## src/rtl/mdr_pkg.sv

```systemverilog
// Shared definitions for the memory data register: access sizes, FSM states,
// and the lane-mask / alignment / extension helpers used by the datapath.
package mdr_pkg;

  localparam logic [1:0] SZ_B = 2'b00;
  localparam logic [1:0] SZ_H = 2'b01;
  localparam logic [1:0] SZ_W = 2'b10;
  localparam logic [1:0] SZ_D = 2'b11;

  typedef enum logic [1:0] {
    S_IDLE,
    S_REQ,
    S_DONE,
    S_ERR
  } state_t;

  // Helpers work on the widest (64-bit, 8-lane) case; callers cast down.
  function automatic logic [7:0] lane_mask(input logic [1:0] sz, input logic [2:0] a);
    logic [7:0] m;
    case (sz)
      SZ_B:    m = 8'h01;
      SZ_H:    m = 8'h03;
      SZ_W:    m = 8'h0F;
      default: m = 8'hFF;
    endcase
    return m << a;
  endfunction

  function automatic logic [2:0] lane_span(input logic [1:0] sz);
    logic [2:0] s;
    case (sz)
      SZ_B:    s = 3'd0;
      SZ_H:    s = 3'd1;
      SZ_W:    s = 3'd3;
      default: s = 3'd7;
    endcase
    return s;
  endfunction

  function automatic logic misaligned(input logic [1:0] sz, input logic [2:0] a);
    logic m;
    case (sz)
      SZ_B:    m = 1'b0;
      SZ_H:    m = a[0];
      SZ_W:    m = |a[1:0];
      default: m = |a;
    endcase
    return m;
  endfunction

  function automatic logic [63:0] extend(input logic [63:0] d, input logic [1:0] sz,
                                         input logic sx);
    logic [63:0] r;
    case (sz)
      SZ_B:    r = {{56{sx & d[7]}}, d[7:0]};
      SZ_H:    r = {{48{sx & d[15]}}, d[15:0]};
      SZ_W:    r = {{32{sx & d[31]}}, d[31:0]};
      default: r = d;
    endcase
    return r;
  endfunction

endpackage

```

## src/rtl/mdr_lane_align.sv

```systemverilog
// Combinational lane steering: byte enables and replicated write data for a
// request, and shift/extend of returning read data.
module mdr_lane_align
  import mdr_pkg::*;
#(
  parameter  int DATA_W = 32,
  localparam int NB     = DATA_W / 8,
  localparam int AW     = $clog2(NB)
) (
  input  logic [1:0]        size,
  input  logic              sext,
  input  logic [AW-1:0]     addr_lo,
  input  logic [DATA_W-1:0] mdr,
  input  logic [DATA_W-1:0] rdata,
  output logic [NB-1:0]     be,
  output logic [DATA_W-1:0] wdata,
  output logic [DATA_W-1:0] rext
);

  assign be   = NB'(lane_mask(size, 3'(addr_lo)));
  assign rext = DATA_W'(extend(64'(rdata >> {addr_lo, 3'b000}), size, sext));

  // Each lane carries the byte of the low operand that it lines up with,
  // so whichever lanes are enabled see the operand in its natural position.
  always_comb begin
    wdata = '0;
    for (int i = 0; i < NB; i++)
      wdata[8*i +: 8] = mdr[8*(i & int'(lane_span(size))) +: 8];
  end

endmodule

```

## src/rtl/mdr_mem_if.sv

```systemverilog
// Memory data register with bus load, sized memory reads/writes over a
// req/ack port with timeout, and one-cycle done/err status pulses.
module mdr_mem_if
  import mdr_pkg::*;
#(
  parameter  int DATA_W  = 32,
  parameter  int TIMEOUT = 16,
  localparam int NB      = DATA_W / 8,
  localparam int AW      = $clog2(NB)
) (
  input  logic              clk,
  input  logic              clr,
  input  logic [DATA_W-1:0] BusMuxOut,
  input  logic              MDRin,
  input  logic              Read,
  input  logic              Write,
  input  logic [1:0]        size,
  input  logic              sext,
  input  logic [AW-1:0]     addr_lo,
  output logic              mem_req,
  output logic              mem_we,
  output logic [NB-1:0]     mem_be,
  output logic [DATA_W-1:0] mem_wdata,
  input  logic [DATA_W-1:0] MdataIn,
  input  logic              mem_ack,
  output logic [DATA_W-1:0] MDROut,
  output logic              busy,
  output logic              done,
  output logic              err
);

  localparam int            CW   = $clog2(TIMEOUT + 1);
  localparam logic [CW-1:0] TMAX = CW'(TIMEOUT);

  state_t            state;
  logic [1:0]        lat_size;
  logic              lat_sext;
  logic [AW-1:0]     lat_addr;
  logic [CW-1:0]     cnt;
  logic [CW-1:0]     cnt_inc;
  logic [1:0]        sel_size;
  logic              sel_sext;
  logic [AW-1:0]     sel_addr;
  logic [NB-1:0]     be_n;
  logic [DATA_W-1:0] wdata_n;
  logic [DATA_W-1:0] rext_n;
  logic              illegal;

  // Live sideband drives the aligner while idle; the latched copy once accepted.
  assign sel_size = (state == S_IDLE) ? size    : lat_size;
  assign sel_sext = (state == S_IDLE) ? sext    : lat_sext;
  assign sel_addr = (state == S_IDLE) ? addr_lo : lat_addr;
  assign cnt_inc  = cnt + CW'(1);

  assign illegal = (Read && Write)
                || (size == SZ_D && DATA_W == 32)
                || misaligned(size, 3'(addr_lo));

  mdr_lane_align #(.DATA_W(DATA_W)) u_align (
    .size    (sel_size),
    .sext    (sel_sext),
    .addr_lo (sel_addr),
    .mdr     (MDROut),
    .rdata   (MdataIn),
    .be      (be_n),
    .wdata   (wdata_n),
    .rext    (rext_n)
  );

  // An ack in the same cycle the counter hits TIMEOUT is checked first and wins.
  always_ff @(posedge clk or posedge clr) begin
    if (clr) begin
      state     <= S_IDLE;
      MDROut    <= '0;
      mem_req   <= 1'b0;
      mem_we    <= 1'b0;
      mem_be    <= '0;
      mem_wdata <= '0;
      busy      <= 1'b0;
      done      <= 1'b0;
      err       <= 1'b0;
      cnt       <= '0;
      lat_size  <= SZ_B;
      lat_sext  <= 1'b0;
      lat_addr  <= '0;
    end else begin
      case (state)
        S_IDLE: begin
          if (Read || Write) begin
            lat_size <= size;
            lat_sext <= sext;
            lat_addr <= addr_lo;
            cnt      <= '0;
            busy     <= 1'b1;
            if (illegal) begin
              state <= S_ERR;
              err   <= 1'b1;
            end else begin
              state     <= S_REQ;
              mem_req   <= 1'b1;
              mem_we    <= Write;
              mem_be    <= be_n;
              mem_wdata <= wdata_n;
            end
          end else if (MDRin) begin
            MDROut <= BusMuxOut;
          end
        end
        S_REQ: begin
          if (mem_ack) begin
            if (!mem_we)
              MDROut <= rext_n;
            mem_req <= 1'b0;
            mem_we  <= 1'b0;
            mem_be  <= '0;
            done    <= 1'b1;
            state   <= S_DONE;
          end else begin
            cnt <= cnt_inc;
            if (cnt_inc == TMAX) begin
              mem_req <= 1'b0;
              mem_we  <= 1'b0;
              mem_be  <= '0;
              err     <= 1'b1;
              state   <= S_ERR;
            end
          end
        end
        S_DONE, S_ERR: begin
          done  <= 1'b0;
          err   <= 1'b0;
          busy  <= 1'b0;
          state <= S_IDLE;
        end
        default: state <= S_IDLE;
      endcase
    end
  end

endmodule
```

## config.mk

```make
export PLATFORM = sky130hd
export DESIGN_NAME = mdr_mem_if
export DESIGN_NICKNAME = d
export VERILOG_FILES = /design/src/rtl/mdr_pkg.sv /design/src/rtl/mdr_lane_align.sv /design/src/rtl/mdr_mem_if.sv
export SDC_FILE = /design/constraint.sdc
export NUM_CORES = 1
export LEC_CHECK = 0
export ABC_CLOCK_PERIOD_IN_PS = 3200
export CELL_PAD_IN_SITES_DETAIL_PLACEMENT = 1
export CELL_PAD_IN_SITES_GLOBAL_PLACEMENT = 1
export CORE_MARGIN = 2
export CORE_UTILIZATION = 35
export DETAILED_ROUTE_END_ITERATION = 10
export GPL_TIMING_DRIVEN = 0
export PLACE_DENSITY = 0.88
export SYNTH_ARGS = -nofsm -noshare
export SYNTH_HDL_FRONTEND = slang
export SYNTH_SLANG_ARGS = --single-unit
```

## constraint.sdc

```tcl
create_clock -name clk -period 3.2 [get_ports clk]
set_input_delay 0.32 -clock clk [delete_from_list [all_inputs] [get_ports clk]]
set_output_delay 0.32 -clock clk [all_outputs]
set_load 0.01 [all_outputs]
```

==> results of run 1 <==
Yosys cell counts (2+ instances only):
cell type,instances
o211ai_1,14
xnor2_1,3
nor2_1,59
o21ai_0,38
nor3_1,2
nand2b_1,3
and2_1,2
buf_4,13
a21oi_1,45
nand2_1,43
a21o_1,3
inv_1,12
a32o_1,3
nor3b_1,2
buf_1,2
a31oi_1,24
mux2i_1,23
dfrtp_1,85
buf_2,21
a31oi_2,2
clkbuf_1,6
nor2b_1,2
mux2_2,27
a32oi_1,8
nand2_2,2
nand4b_1,2
a22o_1,4
nand3_1,22
o21a_1,9
routing by layer:
| metal | routed length (um) | GRT usage [%] | share of wire [%] |
|---|---|---|---|
| met4 | 740 | 11.7 | 4.1 |
| met5 | 0 | 0 | 0 |
| met2 | 8690 | 42.4 | 48 |
| met3 | 1220 | 5.33 | 6.7 |
| met1 | 7450 | 32.7 | 41 |
final cells by class:
| cell class | instances | area, um2 |
|---|---|---|
| Clock inverter | 6 | 41.3 |
| Timing Repair Buffer | 148 | 1500 |
| Buffer | 43 | 244 |
| Clock buffer | 9 | 225 |
| Fill cell | 1531 | 6520 |
| Tap cell | 176 | 220 |
| Inverter | 12 | 47.5 |
| Multi-Input combinational cell | 363 | 2320 |
| Sequential cell | 85 | 2130 |
sequential cells by signal, indices dropped and copies added (netlist names):
| signal | cells |
|---|---|
| busy | 1 |
| mem_be | 4 |
| MDROut | 32 |
| lat_size | 2 |
| mem_we | 1 |
| mem_wdata | 32 |
| lat_sext | 1 |
| cnt | 5 |
| mem_req | 1 |
| done | 1 |
| err | 1 |
| lat_addr | 2 |
| state | 2 |
power groups by stage:
stage	registers (W)	logic [W]	clock network (W)
2_1_floorplan	0.00210	0.00240	0
3_3_place_gp	0.00204	0.00418	0
3_5_place_dp	0.00207	0.00437	0
4_1_cts	0.00206	0.00442	0.000976
5_1_grt	0.00213	0.00478	0.00102
6_report	0.00207	0.00444	0.000961
worst max-delay path: cells and delay by family, from the launching register on:
| family | cells | cell delay, ns |
|---|---|---|
| compound gates | 2 | 0.55 |
| flops | 1 | 0.37 |
| buf+inv | 3 | 0.60 |
| mux | 2 | 0.64 |
| simple gates | 1 | 0.24 |
cells by family (layout without fill, tap and decap cells):
logic type                 Yosys count  after routing
AOI/OAI and AO/OA                  157            157
buffers and inverters               55            218
and+or+nand+nor                    150            150
adders and majority gates            1              1
DFF                                 85             85
xor gates and xnor gates             3              3
muxes                               52             52
worst paths after layout:
kind | from | end
worst max-delay path | state[0] | mem_wdata[24]
worst min-delay path | clr | mem_be[0]
worst max register to register | state[0] | mem_wdata[24]
worst min register to register | mem_req | mem_req
max in group asynchronous | clr | MDROut[26]
min in group clk | mem_req | mem_req
stage by stage:
step                total power [W]  setup TNS [ns]  hold slack, ns  setup slack [ns]  util, %
floorplan                   0.00450               0           0.437             0.687        -
global placement            0.00622          -54.63           0.468            -0.649     48.5
detailed placement          0.00645               0           0.474             0.489     48.8
CTS                         0.00746               0           0.280             0.709     50.8
global route                0.00794               0           0.286             0.591     50.8
finish                      0.00747               0           0.277             0.689     50.8
==> impl_metrics.ini, run 1 <==
[worst_setup_path]
worstPathArrival_ns = 2.74
worstPathRequired_ns = 3.43
worst-path-max-fanout = 10
cp_common_cell = buf_2
path_cells = buf_2 -> or2_1 -> buf_2 -> a21oi_4 -> buf_6 -> mux2i_1 -> a21oi_1 -> mux2_2
setup.worst_path.end_class = flip-flop
cpPeakStageDelay_ns = 0.43
slowest_stage = a21oi_4
reg2regPathDepth = 8
path_class = reg -> reg
startpoint_type = flip-flop
r2r_slack_ns = 0.69

[floorplan]
num_io_pins = 148
die_x_um = 120
rows = 42
die_area_um2 = 14500
die_height_um = 120
core_area_um2 = 13200
initial_utilization_pct = 35.8

[power_and_ir_drop]
p_sw_w = 0.00333
netSwitchingFraction_pct = 44.6
combinationalPowerShare_pct = 59.4
p_clk_share_pct = 12.9
share_seq_of_total_power_pct = 27.7
power_density_nw_per_um2 = 1110
leakage_nw = 2.78
ir_worst_vdd_mv = 0.491
internal-power_w = 0.00414

[sta]
maxSlewHeadroom_pct = 59.6
max_freq_mhz = 398
finClkSkew_ns = 0.00617
post-route-period-util_pct = 78.5
finalHoldViolations = 0
period_needed_ns = 2.51
finalSetupViolCount = 0
worst_pin_slew_ns = 0.607
rsz0062_at_grt = no
drv_slew = 0

[detailed_routing]
vias = 4748
drtIter0Drc = 427
dr.pass1.iters = 4
antenna_left = 0
routed_wl_um = 18100
drc = 0
detail_route.vias_per_cell = 5.64
detail_route.wl_per_cell_um = 21.5

[logic_synthesis]
yosys.area.top_type = dfrtp_1
synthCells = 503
synthAdderAreaFrac_pct = 0.264
synth-seq-cells = 85
synth_top_family_by_area = compound AO/OA/AOI/OAI gates
synth_area_um2 = 4740
synth_top_area_share_pct = 44.9
synth-xor-area-share_pct = 0.555
yosys_warnings = 0
synth-simple-area-share_pct = 14.6
yosysSeqAreaShare_pct = 44.9
synthMuxAreaShare_pct = 12.0
ys_top_cells_by_area = dfrtp_1 45%, mux2_2 6.4%, mux2i_1 4.9%
avgSynthCellArea_um2 = 9.42
synth_compound_area_share_pct = 21.6
async_flop_share_pct = 100
syn_nets = 579
ys_types = 51
synthFlopType = dfrtp_1
synth-edff-count = 0

[clock_tree]
clkLatencyLatePin_ns = 0.35
clock_path_buffers = 2
numCtsBuffers = 9
cts-htree-levels = 3
cts.sinks = 85
cts_resized = 0
postCtsHoldBufs = 0
path_clk_slew_ns = 0.06
cts_setup_buffers = 0
cts_tree = yes
cts_root_buf = clkbuf_16

[global_route]
grt_max_degree = 69
antenna_found_initial = 0
grt_first_pass_wirelength_um = 28700
grt_use_total_pct = 25.8
gr-total-overflow = 0
grt_pass1_vias = 5098

[hold_path]
hold_class = in -> async

[cells_and_area]
fin_nets = 738
drive_above_1_share_pct = 14.1
final_cell_mix = 147 x clkdlybuf4s50_1, 85 x dfrtp_1, 59 x nor2_1, 45 x a21oi_1, 43 x nand2_1
syn_to_final_growth_pct = 42.0
layout_commonest_cell = clkdlybuf4s50_1
antenna_cells = 0
layoutNonFillerInstCount = 842
stdcell_area_um2 = 6720

[placement]
dpl.cell_count = 827
post-dp-hpwl_um = 14100
numPortBuffers = 147
place_area_um2 = 6460
gp_congestion = 0.979

[job]
cap_violations = 0

[run_status]
status = complete, no violations
(Power assumes the default switching activity.)
==> run 2: changes to the inputs <==
Settings changed: ABC_CLOCK_PERIOD_IN_PS 3200 to 2500.
Clock period 3.2 ns to 2.5 ns, I/O delays scaled along.
==> run 2 against run 1 <==
Effect of this change:
- critical path depth stayed put
- fmax up 4.6%
- critical endpoint is now mem_wdata[27]
- die area unchanged
- final area is 0.74% higher
- sequential power is 28% higher
- combinational power rose by 30%
==> impl_metrics.ini, run 2 (synthesis results as in run 1) <==
[detailed_routing]
detail_route.vias_per_cell = 5.61
detail_route.wl_per_cell_um = 21.5
drtIter0Drc = 468
top_layer = met4
met2WireLength_um = 8760
drc = 0
wl_met1_um = 7510
vias = 4752
antenna_left = 0
met3WireLength_um = 1210
routed_wl_um = 18200
dr.pass1.iters = 5

[cells_and_area]
final_util_pct = 51.2
stdcell_area_um2 = 6770
fin_nets = 743
syn_to_final_growth_pct = 43.0
largestRegisters = MDROut: 32 flops, mem_wdata: 32 flops, cnt: 5 flops
final_cell_mix = 147 x clkdlybuf4s50_1, 85 x dfrtp_1, 59 x nor2_1, 45 x a21oi_1, 43 x nand2_1
layoutNonFillerInstCount = 847
layout_commonest_cell = clkdlybuf4s50_1
drive_above_1_share_pct = 14.8
antenna_cells = 0

[clock_tree]
clkLatencyLatePin_ns = 0.35
cts_tree = yes
cts-htree-levels = 3
numCtsBuffers = 9
cts_root_buf = clkbuf_16
path_clk_slew_ns = 0.07
postCtsHoldBufs = 0
cts_resized = 0
cts_setup_buffers = 0
clock_path_buffers = 2
cts.sinks = 85

[power_and_ir_drop]
leakage_nw = 2.81
power_density_nw_per_um2 = 1420
ir_worst_vdd_mv = 0.633

[job]
cap_violations = 0

[floorplan]
die_height_um = 120
core_area_um2 = 13200
die_x_um = 120
num_io_pins = 148
rows = 42
die_area_um2 = 14500
initial_utilization_pct = 35.8

[worst_setup_path]
setup.worst_path.end_class = flip-flop
slowest_stage = mux2i_1
path_class = reg -> reg
worstPathArrival_ns = 2.64
cpPeakStageDelay_ns = 0.48
critPathTopFamily = multiplexers
path_cells = buf_2 -> or2_1 -> buf_2 -> a21oi_4 -> buf_12 -> mux2i_1 -> a21oi_1 -> mux2_2
worstPathRequired_ns = 2.74
path_buf_inv = 3
cp_common_cell = buf_2
startpoint_type = flip-flop
worst-path-max-fanout = 10

[sta]
rsz0062_at_grt = no
finalHoldViolations = 0
maxSlewHeadroom_pct = 58.6
worst_pin_slew_ns = 0.621
fin_ws_ns = 0.0992
holdWs_ns = 0.207
period_needed_ns = 2.40
finClkSkew_ns = 0.00675
drv_slew = 0
finalSetupViolCount = 0
post-route-period-util_pct = 96.0
max_freq_mhz = 417

[placement]
dpl.cell_count = 827
numPortBuffers = 147
place_area_um2 = 6460
gp_congestion = 0.979
post-place-ws_ns = -0.141
post-dp-hpwl_um = 14100

[global_route]
gr-total-overflow = 0
grt_max_degree = 69
grt_use_total_pct = 25.8
grt_first_pass_wirelength_um = 28700
antenna_found_initial = 0
grt_pass1_vias = 5098

[run_status]
status = complete, no violations

[hold_path]
hold_class = in -> async
-- run 2: changes by cell type in the layout (fill, tap and decap cells not counted) --
cell | before | now
buf_4 | 13 | 17
buf_12 | 0 | 1
-- run 2: per-stage QoR --
step	total power [W]	TNS (ns)
3_5_place_dp	0.00825	-2.60
2_1_floorplan	0.00576	0
5_1_grt	0.0102	0
6_report	0.00964	0
3_3_place_gp	0.00796	-108.98
4_1_cts	0.00954	0
-- run 2: path summary, 6_finish.rpt --
path	start	to	slack [ns]	cells after the start
worst min register to register	mem_req	mem_req	0.48	1
worst min-delay path	clr	mem_be[0]	0.21	2
min in group clk	mem_req	mem_req	0.48	1
max in group asynchronous	clr	mem_wdata[8]	1.68	3
worst max register to register	state[0]	mem_wdata[27]	0.1	8
worst max-delay path	state[0]	mem_wdata[27]	0.1	8
-- run 2: area by class of cell --
class / count / area [um2]
inverter: 12 / 47.5
buffer: 43 / 244
fill: 1527 / 6470
timing repair buffer: 153 / 1550
clock inverter: 6 / 41.3
sequential: 85 / 2130
multi-input combinational: 363 / 2320
tap: 176 / 220
clock buffer: 9 / 225
-- run 2: metal layers --
metal | track usage, % | vias up
li1 | - | 2134
met1 | 32.7 | 2361
met2 | 42.4 | 204
met3 | 5.33 | 53
met4 | 11.7 | 0
met5 | 0 | -
-- run 2: worst register-to-register path: cells and delay by family (launching register included) --
family | cells | cell delay (ns)
AOI/OAI and AO/OA | 2 | 0.36
buffers and inverters | 3 | 0.56
DFF | 1 | 0.37
muxes | 2 | 0.77
and+or+nand+nor | 1 | 0.24
-- run 2: where the power goes --
part,leakage [nW],switching [W],internal [W]
Combinational,1.69,0.00311,0.00264
Clock,0.123,0.000565,0.000665
Sequential,0.998,0.000609,0.00204
Total,2.81,0.00429,0.00535
